### src/rtl/parking_occupancy_pkg.sv
// Shared constants for the parking occupancy slice: sign FSM encodings,
// default lot sizing and the statistics counter width.
package parking_pkg;

    localparam logic ST_AVAIL = 1'b0;
    localparam logic ST_FULL  = 1'b1;

    localparam int unsigned DEF_CAPACITY = 15;
    localparam int unsigned DEF_HYST     = 2;
    localparam int unsigned STATS_W      = 16;

endpackage

### src/rtl/parking_occupancy_if.sv
// Bus between the occupancy block and its driver (gate FSM / operator panel).
// PARKING_STATS_EN adds the total_in/total_out statistics outputs.
interface parking_occupancy_if
    import parking_pkg::*;
#(
    parameter int unsigned CW = 4
) ();

    logic          enter;
    logic          exit;
    logic          load;
    logic [CW-1:0] load_val;
    logic          err_clr;
    logic [CW-1:0] count;
    logic [CW-1:0] free_spaces;
    logic          empty;
    logic          full_sign;
    logic          ovf_err;
    logic          udf_err;

`ifdef PARKING_STATS_EN
    logic [STATS_W-1:0] total_in;
    logic [STATS_W-1:0] total_out;

    modport master (
        output enter, exit, load, load_val, err_clr,
        input  count, free_spaces, empty, full_sign, ovf_err, udf_err,
        input  total_in, total_out
    );
    modport slave (
        input  enter, exit, load, load_val, err_clr,
        output count, free_spaces, empty, full_sign, ovf_err, udf_err,
        output total_in, total_out
    );
`else
    modport master (
        output enter, exit, load, load_val, err_clr,
        input  count, free_spaces, empty, full_sign, ovf_err, udf_err
    );
    modport slave (
        input  enter, exit, load, load_val, err_clr,
        output count, free_spaces, empty, full_sign, ovf_err, udf_err
    );
`endif

endinterface

### src/rtl/parking_occupancy_counter.sv
// Saturating up/down counter with clamped load; flags the cycle in which an
// increment at MAX or a decrement at zero is rejected.
module occ_sat_counter #(
    parameter int unsigned CW  = 4,
    parameter int unsigned MAX = 15
) (
    input  logic          clk,
    input  logic          reset,
    input  logic          i_inc,
    input  logic          i_dec,
    input  logic          i_load,
    input  logic [CW-1:0] i_load_val,
    output logic [CW-1:0] o_count,
    output logic          o_ovf_evt,
    output logic          o_udf_evt
);

    localparam logic [CW-1:0] MAX_C = CW'(MAX);

    logic [CW-1:0] r_count;
    logic [CW-1:0] w_next;

    // Load beats inc/dec; simultaneous inc and dec cancel with no event.
    always_comb begin
        w_next    = r_count;
        o_ovf_evt = 1'b0;
        o_udf_evt = 1'b0;
        if (i_load) begin
            w_next = (i_load_val > MAX_C) ? MAX_C : i_load_val;
        end else if (i_inc && !i_dec) begin
            if (r_count == MAX_C) o_ovf_evt = 1'b1;
            else                  w_next    = r_count + 1'b1;
        end else if (i_dec && !i_inc) begin
            if (r_count == '0) o_udf_evt = 1'b1;
            else               w_next    = r_count - 1'b1;
        end
    end

    always_ff @(posedge clk or posedge reset) begin
        if (reset) r_count <= '0;
        else        r_count <= w_next;
    end

    assign o_count = r_count;

endmodule

### src/rtl/parking_occupancy.sv
// Lot occupancy tracker: saturating car count, LOT FULL sign with release
// hysteresis, sticky miscount flags. PARKING_STATS_EN adds pulse totals.
module parking_occupancy
    import parking_pkg::*;
#(
    parameter int unsigned CAPACITY = DEF_CAPACITY,
    parameter int unsigned HYST     = DEF_HYST
) (
    input logic                clk,
    input logic                reset,
    parking_occupancy_if.slave bus
);

    localparam int unsigned   CW    = $clog2(CAPACITY + 1);
    localparam logic [CW-1:0] CAP_C = CW'(CAPACITY);
    localparam logic [CW-1:0] REL_C = CW'(CAPACITY - HYST);

    logic [CW-1:0] w_count;
    logic          w_ovf_evt;
    logic          w_udf_evt;
    logic          r_state;
    logic          w_state_nxt;
    logic          r_ovf;
    logic          r_udf;

    occ_sat_counter #(
        .CW  (CW),
        .MAX (CAPACITY)
    ) u_cnt (
        .clk        (clk),
        .reset      (reset),
        .i_inc      (bus.enter),
        .i_dec      (bus.exit),
        .i_load     (bus.load),
        .i_load_val (bus.load_val),
        .o_count    (w_count),
        .o_ovf_evt  (w_ovf_evt),
        .o_udf_evt  (w_udf_evt)
    );

    always_comb begin
        w_state_nxt = ST_AVAIL;
        case (r_state)
            ST_AVAIL: w_state_nxt = (w_count == CAP_C) ? ST_FULL : ST_AVAIL;
            ST_FULL:  w_state_nxt = (w_count <= REL_C) ? ST_AVAIL : ST_FULL;
            default:  w_state_nxt = ST_AVAIL;
        endcase
    end

    // Error set takes precedence over a same-cycle clear.
    always_ff @(posedge clk or posedge reset) begin
        if (reset) begin
            r_state <= ST_AVAIL;
            r_ovf   <= 1'b0;
            r_udf   <= 1'b0;
        end else begin
            r_state <= w_state_nxt;
            r_ovf   <= w_ovf_evt | (r_ovf & ~bus.err_clr);
            r_udf   <= w_udf_evt | (r_udf & ~bus.err_clr);
        end
    end

    assign bus.count       = w_count;
    assign bus.free_spaces = CAP_C - w_count;
    assign bus.empty       = (w_count == '0);
    assign bus.full_sign   = (r_state == ST_FULL);
    assign bus.ovf_err     = r_ovf;
    assign bus.udf_err     = r_udf;

`ifdef PARKING_STATS_EN
    logic [STATS_W-1:0] r_total_in;
    logic [STATS_W-1:0] r_total_out;

    always_ff @(posedge clk or posedge reset) begin
        if (reset) begin
            r_total_in  <= '0;
            r_total_out <= '0;
        end else begin
            if (bus.enter && !bus.load) r_total_in  <= r_total_in + 1'b1;
            if (bus.exit && !bus.load)  r_total_out <= r_total_out + 1'b1;
        end
    end

    assign bus.total_in  = r_total_in;
    assign bus.total_out = r_total_out;
`endif

endmodule

### src/flat_wrapper.sv
// flat-port wrapper written by rule: the top's interface ports become plain ports
module parking_occupancy_flat import parking_pkg::*;
#(
    parameter int unsigned CAPACITY = DEF_CAPACITY,
    parameter int unsigned HYST     = DEF_HYST
)
  (clk, reset, bus_enter, bus_exit, bus_load, bus_load_val, bus_err_clr, bus_count, bus_free_spaces, bus_empty, bus_full_sign, bus_ovf_err, bus_udf_err);
  parking_occupancy_if #(.CW(4)) bus_i ();
  input logic clk;
  input logic reset;
  input wire logic [$bits(bus_i.enter)-1:0] bus_enter;
  input wire logic [$bits(bus_i.exit)-1:0] bus_exit;
  input wire logic [$bits(bus_i.load)-1:0] bus_load;
  input wire logic [$bits(bus_i.load_val)-1:0] bus_load_val;
  input wire logic [$bits(bus_i.err_clr)-1:0] bus_err_clr;
  output wire logic [$bits(bus_i.count)-1:0] bus_count;
  output wire logic [$bits(bus_i.free_spaces)-1:0] bus_free_spaces;
  output wire logic [$bits(bus_i.empty)-1:0] bus_empty;
  output wire logic [$bits(bus_i.full_sign)-1:0] bus_full_sign;
  output wire logic [$bits(bus_i.ovf_err)-1:0] bus_ovf_err;
  output wire logic [$bits(bus_i.udf_err)-1:0] bus_udf_err;
  assign bus_i.enter = bus_enter;
  assign bus_i.exit = bus_exit;
  assign bus_i.load = bus_load;
  assign bus_i.load_val = bus_load_val;
  assign bus_i.err_clr = bus_err_clr;
  assign bus_count = bus_i.count;
  assign bus_free_spaces = bus_i.free_spaces;
  assign bus_empty = bus_i.empty;
  assign bus_full_sign = bus_i.full_sign;
  assign bus_ovf_err = bus_i.ovf_err;
  assign bus_udf_err = bus_i.udf_err;
  parking_occupancy #(.CAPACITY(CAPACITY), .HYST(HYST)) u_core (.clk(clk), .reset(reset), .bus(bus_i));
endmodule
### config.mk
export PLATFORM = sky130hd
export DESIGN_NAME = parking_occupancy_flat
export DESIGN_NICKNAME = d
export VERILOG_FILES = /design/src/rtl/parking_occupancy_pkg.sv /design/src/rtl/parking_occupancy_if.sv /design/src/rtl/parking_occupancy_counter.sv /design/src/rtl/parking_occupancy.sv /design/src/flat_wrapper.sv
export SDC_FILE = /design/constraint.sdc
export NUM_CORES = 1
export LEC_CHECK = 0
export BUFFER_PORTS_ARGS = -buffer_cell sky130_fd_sc_hd__buf_2
export CORE_AREA = 3 3 40 42
export DETAILED_ROUTE_END_ITERATION = 8
export DIE_AREA = 0 0 43 45
export GPL_TIMING_DRIVEN = 0
export SKIP_LAST_GASP = 1
export SYNTH_ARGS = -nofsm -noshare
export SYNTH_HDL_FRONTEND = slang
export SYNTH_SLANG_ARGS = --single-unit
### constraint.sdc
create_clock -name clk -period 2.2 [get_ports clk]
set_input_delay 0.33 -clock clk [delete_from_list [all_inputs] [get_ports clk]]
set_output_delay 0.33 -clock clk [all_outputs]
set_load 0.03 [all_outputs]
Word-level counts from Yosys, hierarchy flattened

Cells that the tools add are included.

Flip-flop bits (word level): 7
Bits in latches: 0
Bits in writable memories: 0
Memory bits (read-only): 0
Input port bits: 10
Output and inout port bits: 12
Logic and storage cells: 40
Memories kept: 0

Add/sub/neg operators: 3
Multiply operators: 0
Div/mod/pow operators: 0
Order comparisons: 2
Equal/unequal tests: 3
Shift-type cells: 0
Mux-type cells: 15
Bitwise operators: 6
Reductions and logical operators: 7

Operator list:

| operator                                               | number |
|---|---|
| 2-to-1 mux 4 bit                                       | 6 |
| 2-to-1 mux 1 bit                                       | 8 |
| adder 4 x 1 -> 4 bit (second input constant)           | 1 |
| == test 4 bit (second input constant)                  | 1 |
| > comparator 4 bit (second input constant)             | 1 |
| less-or-equal comparator 4 bit (second input constant) | 1 |
| logical NOT 4 bit                                      | 1 |
| subtractor 4 x 1 -> 4 bit (second input constant)      | 1 |
| subtractor 4 bit (first input constant)                | 1 |
| inequality test 3 x 2 -> 1 bit (second input constant) | 1 |
| inequality test 3 bit (second input constant)          | 1 |
| AND reduction 3 bit                                    | 1 |
| nonzero test 3 bit                                     | 1 |
| bitwise AND 1 bit                                      | 2 |
| logical AND 1 bit                                      | 2 |
| logical NOT 1 bit                                      | 2 |
| inverter 1 bit                                         | 2 |
| OR 1 bit                                               | 2 |
| case mux 1 bit (2 select lines)                        | 1 |

Longest topological paths before layout

Gate-level depths: netlist of the first run.

Word-level depth: 6
Mapped depth: 6
Depth with buffers taken out: 6

Hierarchy

Synthesis of the first run repeated with hierarchy kept, for this count alone.

Cell total of the unflattened synthesis: 65
Area, all modules: 578.1 um^2

Modules (own cells, without submodules):

| module            | instances | cells an instance | area an instance (um^2) | seq. area each (um^2) |
|---|---|---|---|---|
| occ_sat_counter   | 1         | 51                | 442.9                   | 100.1 |
| parking_occupancy | 1         | 14                | 135.1                   | 75.1 |

Least setup slack after synthesis of the first run

No wires, ideal clock.

Path type: register to register
Start point: register u_core.u_cnt.r_count[1], in the netlist u_core.u_cnt.o_count[1]
End point: register u_core.u_cnt.r_count[3], in the netlist u_core.u_cnt.o_count[3]
Library setup time: 0.140 ns
Arrival time: 1.765 ns
Data required time: 2.060 ns
Setup slack: 0.295 ns
Stages on the path, launching flop included: 5
Path buffers: 0
Period minus slack after synthesis: 1.905 ns
Cell sequence: dfrtp_1 -> nor4_4 -> a2111oi_2 -> a2111oi_2 -> a221oi_2

Elaborated cells between the ends (all ways): 12
Classes of those cells: add/sub (2); eq/ne (3); mux (5); reduce/logical (2)

RTL lines:

| element                                  | line                            | text |
|---|---|---|
| start: declaration                       | parking_occupancy_counter.sv:20 | `logic [CW-1:0] r_count;` |
| start signal: assignment                 | parking_occupancy_counter.sv:41 | `else r_count <= w_next;` |
| logical NOT 4 bit                        | n/a                             |  |
| named net bus_empty                      | flat_wrapper.sv:18              | `output wire logic [$bits(bus_i.empty)-1:0] bus_empty;` |
| inequality test 3 x 2 -> 1 bit (no line) | n/a                             |  |
| AND reduction 3 bit (no line)            | n/a                             |  |

The timed path passes the listed nets, and every way through them passes these cells. The select of a mux whose other input is x is not followed.
A chain may end at the register's enable or synchronous reset.

Worst setup path in the final report of the first run

Start point: register u_core.u_cnt.r_count[1], in the netlist u_core.u_cnt.o_count[1]
End point: register u_core.u_cnt.r_count[3], in the netlist u_core.u_cnt.o_count[3]

Word-level cells in the longest chain between the ends: 5
Elaborated cells between the ends (all ways): 12
Classes of those cells: add/sub (2); eq/ne (3); mux (5); reduce/logical (2)

RTL lines:

| element                   | line                            | text |
|---|---|---|
| subtractor 4 x 1 -> 4 bit | parking_occupancy_counter.sv:35 | `else w_next = r_count - 1'b1;` |
| 2-to-1 mux 4 bit          | parking_occupancy_counter.sv:34 | `if (r_count == '0) o_udf_evt = 1'b1;` |
| 2-to-1 mux 4 bit          | parking_occupancy_counter.sv:33 | `end else if (i_dec && !i_inc) begin` |
| 2-to-1 mux 4 bit          | parking_occupancy_counter.sv:30 | `end else if (i_inc && !i_dec) begin` |
| 2-to-1 mux 4 bit          | parking_occupancy_counter.sv:28 | `if (i_load) begin` |

Parallel ways exist; a longest one is shown, timed or not. The select of a mux whose other input is x is not followed.

==> flow_summary.json, run 1 <==
{
  "setup_viol": 0,
  "synth_nets": 60,
  "synth.area.top_cells": "dfrtp_1, a2111oi_2, inv_1",
  "grt_max_degree": 11,
  "num_antenna_cells": 0,
  "r2r_end": "u_core.u_cnt.o_count[3]",
  "drv_cap": 0,
  "place_area_um2": 606.8,
  "comb_power_share": 0.409,
  "worstHoldStart": "bus_load_val[2]",
  "ioPinCount": 22,
  "path_class": "register to register",
  "dr.pass1.iters": 3,
  "fp.dieW_um": 43,
  "dr_total_vias": 435,
  "p_leak_nw": 0.3447,
  "n_fill_cell": 126,
  "grt_pass1_wl_um": 1800,
  "seq_power_share": 0.346,
  "ant_nets": 0,
  "wl_per_cell_um": 12.24,
  "final_area_um2": 644.4,
  "synth_cell_types": 21,
  "period_share": 0.8324,
  "vias_per_cell": 4.943,
  "synth_flop_cell": "dfrtp_1",
  "start_util": 0.3759,
  "ir_drop_v": 0.0004119,
  "critPathMaxFanout": 7,
  "wl_um": 1077,
  "internal_power_mw": 0.2890,
  "worstPathArrival_ns": 1.99,
  "rows": 13,
  "worstMarginPinSlew_ns": 0.4246,
  "drt_first_iter_violations": 6,
  "hold_violations": 0,
  "dieArea_um2": 1935,
  "synth_area_leader_cell": "dfrtp_1",
  "num-nets-final": 87,
  "synth_edf_count": 0,
  "cts_buffer_depth": 2,
  "hold_path_class": "input port to register",
  "setup_tns_ns": 0,
  "ys_ff_latch": 7,
  "synth.cell_area_um2": 483.0,
  "pwr-share-clk": 0.245,
  "rr_worst_depth": 5,
  "synthArstFlopShare": 1.000,
  "io_buffers": 21,
  "drc_errors": 0,
  "cts.sink_count": 7,
  "cts_tree": "done",
  "rrSetupSlack_ns": 0.37,
  "fin_util": 0.5015,
  "synthesis.instances": 47,
  "worst_setup_path_end_kind": "register",
  "core_um2": 1285,
  "whs_endpoint": "u_core.u_cnt.o_count[2]",
  "switchingPower_mw": 0.2203,
  "fmax_mhz": 546.1,
  "min_period_ns": 1.831,
  "numCtsBuffers": 3,
  "cts_root_buffer": "clkbuf_4",
  "cts.repair.resized": 0,
  "htree_levels": 1,
  "avgSynthCellArea_um2": 10.28,
  "rsz0062_at_grt": "no",
  "fin_skew_ns": 0.005608,
  "gp_congestion": 0.6836,
  "grt-ovfl-total": 0,
  "antenna_found_initial": 0,
  "fin_hold_ws_ns": 0.2687,
  "netlist.area_leader.share": 0.3627,
  "regArea_um2": 175.2,
  "multiInputGateArea_um2": 277.8,
  "syn2layout_area_growth_pct": 33.42,
  "synth-warning-count": 0,
  "layout-drive-gt1-share": 0.4521,
  "clk_pin_slew_worst_paths_ns": 0.06,
  "startpoint_type": "register",
  "slew_headroom": 0.7169,
  "grt_pass1_vias": 391,
  "worstReg2RegStart": "u_core.u_cnt.o_count[1]",
  "hold-path-cell-count": 3,
  "insertion_delay_ns": 0.26,
  "power.density_nw_per_um2": 790.4,
  "finalMaxSlewViolations": 0,
  "yosysSeqAreaShare": 0.3627,
  "outcome": "completed",
  "p_sw_frac": 0.4326,
  "grt.total_usage": 0.1311,
  "dp_hpwl_um": 828.2,
  "die_h_um": 45,
  "cp.required_ns": 2.36
}
repair_timing:
item                                   CTS  global route
hold buffers                             1             0
endpoints found under the hold margin    6             0
buffers inserted                         0             0
setup endpoints to repair                0             0
critical path, stage by stage, from the launching register on:
cell and delay (ns):
dfrtp_1 0.49, ha_1 0.33, a21o_1 0.17, a2111oi_2 0.44
a2111oi_2 0.11, a221oi_2 0.19
layer usage:
metal | track usage | vias to the layer above | share of wire
met5 | 0 | - | 0
met1 | 0.1856 | 199 | 0.46
met4 | 0.07229 | 0 | 0
met2 | 0.1856 | 16 | 0.45
li1 | - | 220 | -
met3 | 0.02789 | 0 | 0.083
stage by stage:
stage	setup slack (ns)	power, mW	std cells
final	0.3687	0.5093	88
after floorplan	0.2953	0.3282	47
after detailed placement	0.1561	0.3866	83
after global placement	0.1920	0.3828	83
after global routing	0.2484	0.5482	88
after CTS	0.3461	0.5177	88
worst max path at each step:
stage                                         end  slack, ns                     from
after floorplan           u_core.u_cnt.o_count[3]       0.30  u_core.u_cnt.o_count[1]
after global placement    u_core.u_cnt.o_count[3]       0.19                 bus_exit
after detailed placement  u_core.u_cnt.o_count[3]       0.16                 bus_exit
after CTS                 u_core.u_cnt.o_count[3]       0.35  u_core.u_cnt.o_count[1]
after global routing      u_core.u_cnt.o_count[3]       0.25  u_core.u_cnt.o_count[1]
final                     u_core.u_cnt.o_count[3]       0.37  u_core.u_cnt.o_count[1]
cells in the final DEF, fill, tap and decap left out:
master and instances:
buf_2 21, inv_1 7, dfrtp_1 7, nor2_1 5
nand2_1 3, o21ai_0 3, clkbuf_4 3, nand2b_1 2
mux2i_1 2, a21o_2 2, a2111oi_2 2, a22o_1 2
ha_1 2, clkbuf_1 1, nor4_4 1, and4_2 1
o22ai_2 1, a21o_1 1, a221oi_2 1, nor4_1 1
xor2_1 1, xnor2_1 1, fa_1 1, clkinv_2 1
dlygate4sd3_1 1
cells by family (layout without fill, tap and decap cells):
logic type,Yosys count,in the layout,share of synthesized area
AO/OA/AOI/OAI,12,12,0.2383
XOR/XNOR,2,2,0.03628
adder cells (fa/ha/maj),3,3,0.09326
buffers and inverters,8,34,0.06218
flip-flops,7,7,0.3627
multiplexers,2,2,0.04145
AND/OR/NAND/NOR,13,13,0.1658
cell type report:
type	count	share of cell area
clock buffers	3	0.03495
clock inverters	1	0.007767
well taps	15	0.02913
repair buffers	22	0.1786
multi-input cells	32	0.4311
flip-flops and latches	7	0.2718
plain buffers	1	0.005825
inverters	7	0.04078
cells in the mapped netlist (2+ instances only):
library cell	count
a2111oi_2	2
a21o_2	2
a22o_1	2
dfrtp_1	7
ha_1	2
inv_1	7
mux2i_1	2
nand2_1	3
nand2b_1	2
nor2_1	5
o21ai_0	3
sequential cells by signal, summed over array words and instances, names as in the netlist:
register / cells
u_core.bus.full_sign: 1
u_core.bus.udf_err: 1
u_core.u_cnt.o_count: 4
u_core.bus.ovf_err: 1
power by group through the flow:
stage / Sequential, mW / Clock [mW] / Combinational (mW)
floorplan: 0.203 / 0 / 0.126
global placement: 0.177 / 0 / 0.206
detailed placement: 0.178 / 0 / 0.208
CTS: 0.176 / 0.131 / 0.211
global route: 0.181 / 0.139 / 0.229
finish: 0.176 / 0.125 / 0.208
Power figures use the tool's default switching activity.
==> run 2: changes to the inputs <==
==> constraint.sdc (replaced) <==
create_clock -name clk -period 1.8 [get_ports clk]
set_input_delay 0.27 -clock clk [delete_from_list [all_inputs] [get_ports clk]]
set_output_delay 0.27 -clock clk [all_outputs]
set_load 0.03 [all_outputs]
==> flow_summary.json, run 2 (synthesized netlist as in run 1, its figures left out) <==
{
  "outcome": "completed",
  "num_antenna_cells": 0,
  "grt_max_degree": 11,
  "rsz0062_at_grt": "no",
  "gp_congestion": 0.6859,
  "finalPower_mw": 0.6464,
  "insertion_delay_ns": 0.25,
  "cts_buffer_depth": 2,
  "drc_errors": 0,
  "min_period_ns": 1.696,
  "die_h_um": 45,
  "rrSetupSlack_ns": 0.11,
  "final_common_cell": "buf_2",
  "clk_pin_slew_worst_paths_ns": 0.05,
  "worst_setup_path_end_kind": "output port",
  "hold-path-cell-count": 3,
  "cts.sink_count": 7,
  "hold_path_class": "input port to register",
  "critPathBufInv": 1,
  "slowest_stage": "dfrtp_2",
  "pwr-share-clk": 0.223,
  "numCtsBuffers": 3,
  "rows": 13,
  "finalMaxSlewViolations": 0,
  "dp_hpwl_um": 814.3,
  "cts_root_buffer": "clkbuf_4",
  "cp.required_ns": 1.53,
  "worstHoldStart": "bus_load_val[1]",
  "cpLargestDelayFamily": "flip-flops",
  "dieArea_um2": 1935,
  "max_stage_delay_ns": 0.45,
  "rr_worst_depth": 5,
  "hold_violations": 0,
  "pre_cts_ws_ns": -0.1988,
  "setup_slack_ns": 0.1038,
  "switchingPower_mw": 0.2712,
  "worstPathCellList": "nor4_4 -> buf_2",
  "vias_per_cell": 4.911,
  "fmax_mhz": 589.5,
  "syn2layout_area_growth_pct": 42.49,
  "layout-drive-gt1-share": 0.5067,
  "dr.pass1.iters": 4,
  "n_fill_cell": 126,
  "power.density_nw_per_um2": 939.3,
  "cts_tree": "done",
  "drv_cap": 0,
  "seq_power_share": 0.327,
  "fp.dieW_um": 43,
  "period_share": 0.9423,
  "start_util": 0.3759,
  "p_sw_frac": 0.4196,
  "p_leak_nw": 0.3503,
  "num-nets-final": 89,
  "r2r_end": "u_core.u_cnt.o_count[3]",
  "worstReg2RegStart": "u_core.u_cnt.o_count[1]",
  "final_cell_mix": "buf_2, inv_1, nor2_1",
  "dr_total_vias": 442,
  "io_buffers": 21,
  "grt_pass1_wl_um": 1745,
  "slew_headroom": 0.7261,
  "grt_pass1_vias": 384,
  "ir_drop_v": 0.0004692,
  "wl_um": 1115,
  "fin_skew_ns": 0.002732,
  "ant_nets": 0,
  "grt.total_usage": 0.1269,
  "largest_reg_flops": 4,
  "critPathMaxFanout": 6,
  "setup_viol": 0,
  "whs_endpoint": "u_core.u_cnt.o_count[1]",
  "core_um2": 1285,
  "worstMarginPinSlew_ns": 0.4109,
  "path_class": "register to output port",
  "worstPathArrival_ns": 1.43,
  "comb_power_share": 0.450,
  "internal_power_mw": 0.3752,
  "wl_per_cell_um": 12.39,
  "htree_levels": 1,
  "startpoint_type": "register",
  "drt_first_iter_violations": 5,
  "antenna_found_initial": 0,
  "grt-ovfl-total": 0,
  "ioPinCount": 22
}
## run 2: cell count changes in the layout (fill, tap and decap cells not counted), sizes merged
| cell | before | now |
|---|---|---|
| buf | 21 | 23 |
| clkinv | 1 | 0 |
| clkbuf | 4 | 5 |
## run 2: power groups by stage
stage          registers [mW]  clock network, mW  logic (mW)
2_1_floorplan           0.251                  0       0.154
3_3_place_gp            0.220                  0       0.252
3_5_place_dp            0.220                  0       0.255
4_1_cts                 0.219              0.152       0.275
5_1_grt                 0.216              0.166       0.312
6_report                0.211              0.144       0.291
## run 2: layout make-up
| class | instances | area, um^2 | area share |
|---|---|---|---|
| Buffer | 1 | 3.754 | 0.005455 |
| Clock buffer | 4 | 26.28 | 0.03818 |
| Inverter | 7 | 26.28 | 0.03818 |
| Multi-Input combinational cell | 32 | 302.8 | 0.4400 |
| Sequential cell | 7 | 180.2 | 0.2618 |
| Tap cell | 15 | 18.77 | 0.02727 |
| Timing Repair Buffer | 24 | 130.1 | 0.1891 |
## run 2: layer usage
layer	part of all wire	up-vias	track usage
li1	-	223	-
met1	0.44	197	0.1535
met2	0.46	20	0.1946
met3	0.094	2	0.05976
met4	0.0081	0	0.05422
met5	0	-	0
## run 2: through the flow
| stage | setup TNS (ns) | cells | hold slack, ns | area, um^2 | utilization |
|---|---|---|---|---|---|
| after floorplan | 0 | 47 | 0.07312 | 488.0 | - |
| after global placement | -0.1474 | 83 | 0.2091 | 611.8 | 0.4761 |
| after detailed placement | -0.1988 | 83 | 0.2210 | 611.8 | 0.4761 |
| after CTS | 0 | 88 | 0.2101 | 673.1 | 0.5239 |
| after global routing | 0 | 90 | 0.2132 | 688.2 | 0.5355 |
| final | 0 | 90 | 0.2177 | 688.2 | 0.5355 |
## run 2: tightest hold or removal path, delay by kind of cell
kind                   cells  cell delay, ns
AND/OR/NAND/NOR            1            0.04
buffers and inverters      1            0.07
AO/OA/AOI/OAI              1            0.05
## run 2: timing repair
action                                  in CTS  in global routing
gates cloned                                 0                  0
pin swaps                                    0                  1
gates resized for setup                      2                  0
endpoints found under the setup margin       1                  1
buffers inserted                             0                  2
hold buffers                                 1                  0
endpoints found under the hold margin        7                  0
## run 2: worst max path at each step
stage	from	end	slack, ns	depth (start not counted)
after floorplan	u_core.u_cnt.o_count[2]	u_core.u_cnt.o_count[3]	0.04	4
after global placement	bus_exit	u_core.u_cnt.o_count[3]	-0.15	7
after detailed placement	bus_exit	u_core.u_cnt.o_count[3]	-0.20	7
after CTS	u_core.u_cnt.o_count[1]	u_core.u_cnt.o_count[3]	0.005	5
after global routing	u_core.u_cnt.o_count[1]	u_core.u_cnt.o_count[3]	0.02	5
final	u_core.u_cnt.o_count[2]	bus_empty	0.10	2
==> run 3: changes to the inputs <==
--- a/config.mk
+++ b/config.mk
@@ -7,6 +7,7 @@
 export LEC_CHECK = 0
 export BUFFER_PORTS_ARGS = -buffer_cell sky130_fd_sc_hd__buf_2
 export CORE_AREA = 3 3 40 42
+export CTS_BUF_LIST = sky130_fd_sc_hd__clkbuf_2
 export DETAILED_ROUTE_END_ITERATION = 8
 export DIE_AREA = 0 0 43 45
 export GPL_TIMING_DRIVEN = 0
==> flow_summary.json, run 3 (synthesized netlist as in run 1, its figures left out) <==
{
  "critPathBufInv": 0,
  "worstMarginPinSlew_ns": 0.4083,
  "place_area_um2": 611.8,
  "setup_tns_ns": 0,
  "htree_levels": 1,
  "fp.dieW_um": 43,
  "numCtsBuffers": 3,
  "period_share": 0.9369,
  "placed_cells": 83,
  "gp_congestion": 0.6859,
  "insertion_delay_ns": 0.24,
  "power.density_nw_per_um2": 910.5,
  "pwr-share-clk": 0.195,
  "wl_per_cell_um": 12.30,
  "grt-ovfl-total": 0,
  "p_leak_nw": 0.3470,
  "final_cell_mix": "buf_2, inv_1, nor2_1",
  "wl_um": 1095,
  "fin_hold_ws_ns": 0.2293,
  "pre_cts_ws_ns": -0.1988,
  "rows": 13,
  "outcome": "completed",
  "switchingPower_mw": 0.2701,
  "io_buffers": 21,
  "dr_total_vias": 428,
  "p_sw_frac": 0.4398,
  "slew_headroom": 0.7278,
  "grt.total_usage": 0.1202,
  "worstPathCellList": "ha_1 -> a21o_1 -> a21o_2 -> a2111oi_4 -> a221oi_2",
  "worstPathArrival_ns": 1.79,
  "grt_pass1_vias": 359,
  "largest_reg_flops": 4,
  "hold_path_class": "input port to register",
  "internal_power_mw": 0.3439,
  "cts_buffer_depth": 2,
  "fin_util": 0.5248,
  "grt_pass1_wl_um": 1642,
  "n_fill_cell": 129,
  "finalPower_mw": 0.6140,
  "cts_tree": "done",
  "dr.pass1.iters": 4,
  "vias_per_cell": 4.809,
  "ir_drop_v": 0.0004379,
  "cp.required_ns": 1.91,
  "start_util": 0.3759,
  "drt_first_iter_violations": 8,
  "die_h_um": 45,
  "layout-drive-gt1-share": 0.5135,
  "dp_hpwl_um": 814.3,
  "fin_skew_ns": 0.007361,
  "comb_power_share": 0.462,
  "rsz0062_at_grt": "no",
  "num-nets-final": 88,
  "clk_pin_slew_worst_paths_ns": 0.08,
  "fmax_mhz": 593.0,
  "setup_viol": 0,
  "startpoint_type": "register",
  "finalMaxSlewViolations": 0,
  "seq_power_share": 0.343,
  "ioPinCount": 22,
  "grt_max_degree": 11,
  "core_um2": 1285,
  "cts.sink_count": 7,
  "syn2layout_area_growth_pct": 39.64,
  "hold_violations": 0,
  "worst_setup_path_end_kind": "register",
  "critPathMaxFanout": 2,
  "instances_no_fill": 89,
  "dieArea_um2": 1935,
  "max_stage_delay_ns": 0.42,
  "antenna_found_initial": 0,
  "cpLargestDelayFamily": "compound AO/OA/AOI/OAI gates",
  "final_area_um2": 674.4,
  "setup_slack_ns": 0.1136,
  "ant_nets": 0,
  "num_antenna_cells": 0,
  "drv_cap": 0,
  "cts_root_buffer": "clkbuf_2",
  "min_period_ns": 1.686,
  "slowest_stage": "dfrtp_2",
  "path_class": "register to register",
  "final_common_cell": "buf_2",
  "drc_errors": 0
}
-- run 3: changes by cell type in the layout (fill, tap and decap cells not counted), sizes merged --
| cell | change |
|---|---|
| buf | -1 |
-- run 3: power groups by stage --
stage | combinational, mW | clock, mW | sequential [mW]
detailed placement | 0.255 | 0 | 0.220
floorplan | 0.154 | 0 | 0.251
global route | 0.305 | 0.140 | 0.215
finish | 0.284 | 0.120 | 0.211
global placement | 0.252 | 0 | 0.220
CTS | 0.281 | 0.126 | 0.210
-- run 3: path summary, 6_finish.rpt --
path | start | to | cells past startpoint | slack [ns]
max in group asynchronous | reset | u_core.u_cnt.o_count[0] | 3 | 1.05
max reg2reg | u_core.u_cnt.o_count[1] | u_core.u_cnt.o_count[3] | 5 | 0.11
min in group asynchronous | reset | u_core.bus.full_sign | 3 | 0.50
min reg2reg | u_core.bus.ovf_err | u_core.bus.ovf_err | 1 | 0.51
min | bus_load_val[1] | u_core.u_cnt.o_count[1] | 3 | 0.23
max | u_core.u_cnt.o_count[1] | u_core.u_cnt.o_count[3] | 5 | 0.11
-- run 3: area by class of cell --
type,count,area [um^2],area share
buffer,1,3.754,0.005566
sequential,7,180.2,0.2672
clock buffer,4,20.02,0.02968
tap,15,18.77,0.02783
multi-input combinational,32,302.8,0.4490
inverter,7,26.28,0.03896
timing repair buffer,23,122.6,0.1818
-- run 3: worst reg2reg max path, cell delays in order, from the launching register on --
cell and delay, ns:
dfrtp_2 0.42, ha_1 0.29, a21o_1 0.20, a21o_2 0.25, a2111oi_4 0.35, a221oi_2 0.06
-- run 3: per-layer routing --
metal,vias up,track usage,routed length (um)
li1,221,-,-
met1,187,0.1510,511
met2,18,0.1737,480
met3,2,0.05976,92
met4,0,0.05422,10
met5,-,0,0
-- run 3: timing repair --
action	4_1_cts	5_1_grt
pin swaps	0	0
resized for setup	1	1
endpoints found under the hold margin	7	0
setup endpoints to repair	1	1
setup buffers	1	0
hold buffers	1	0
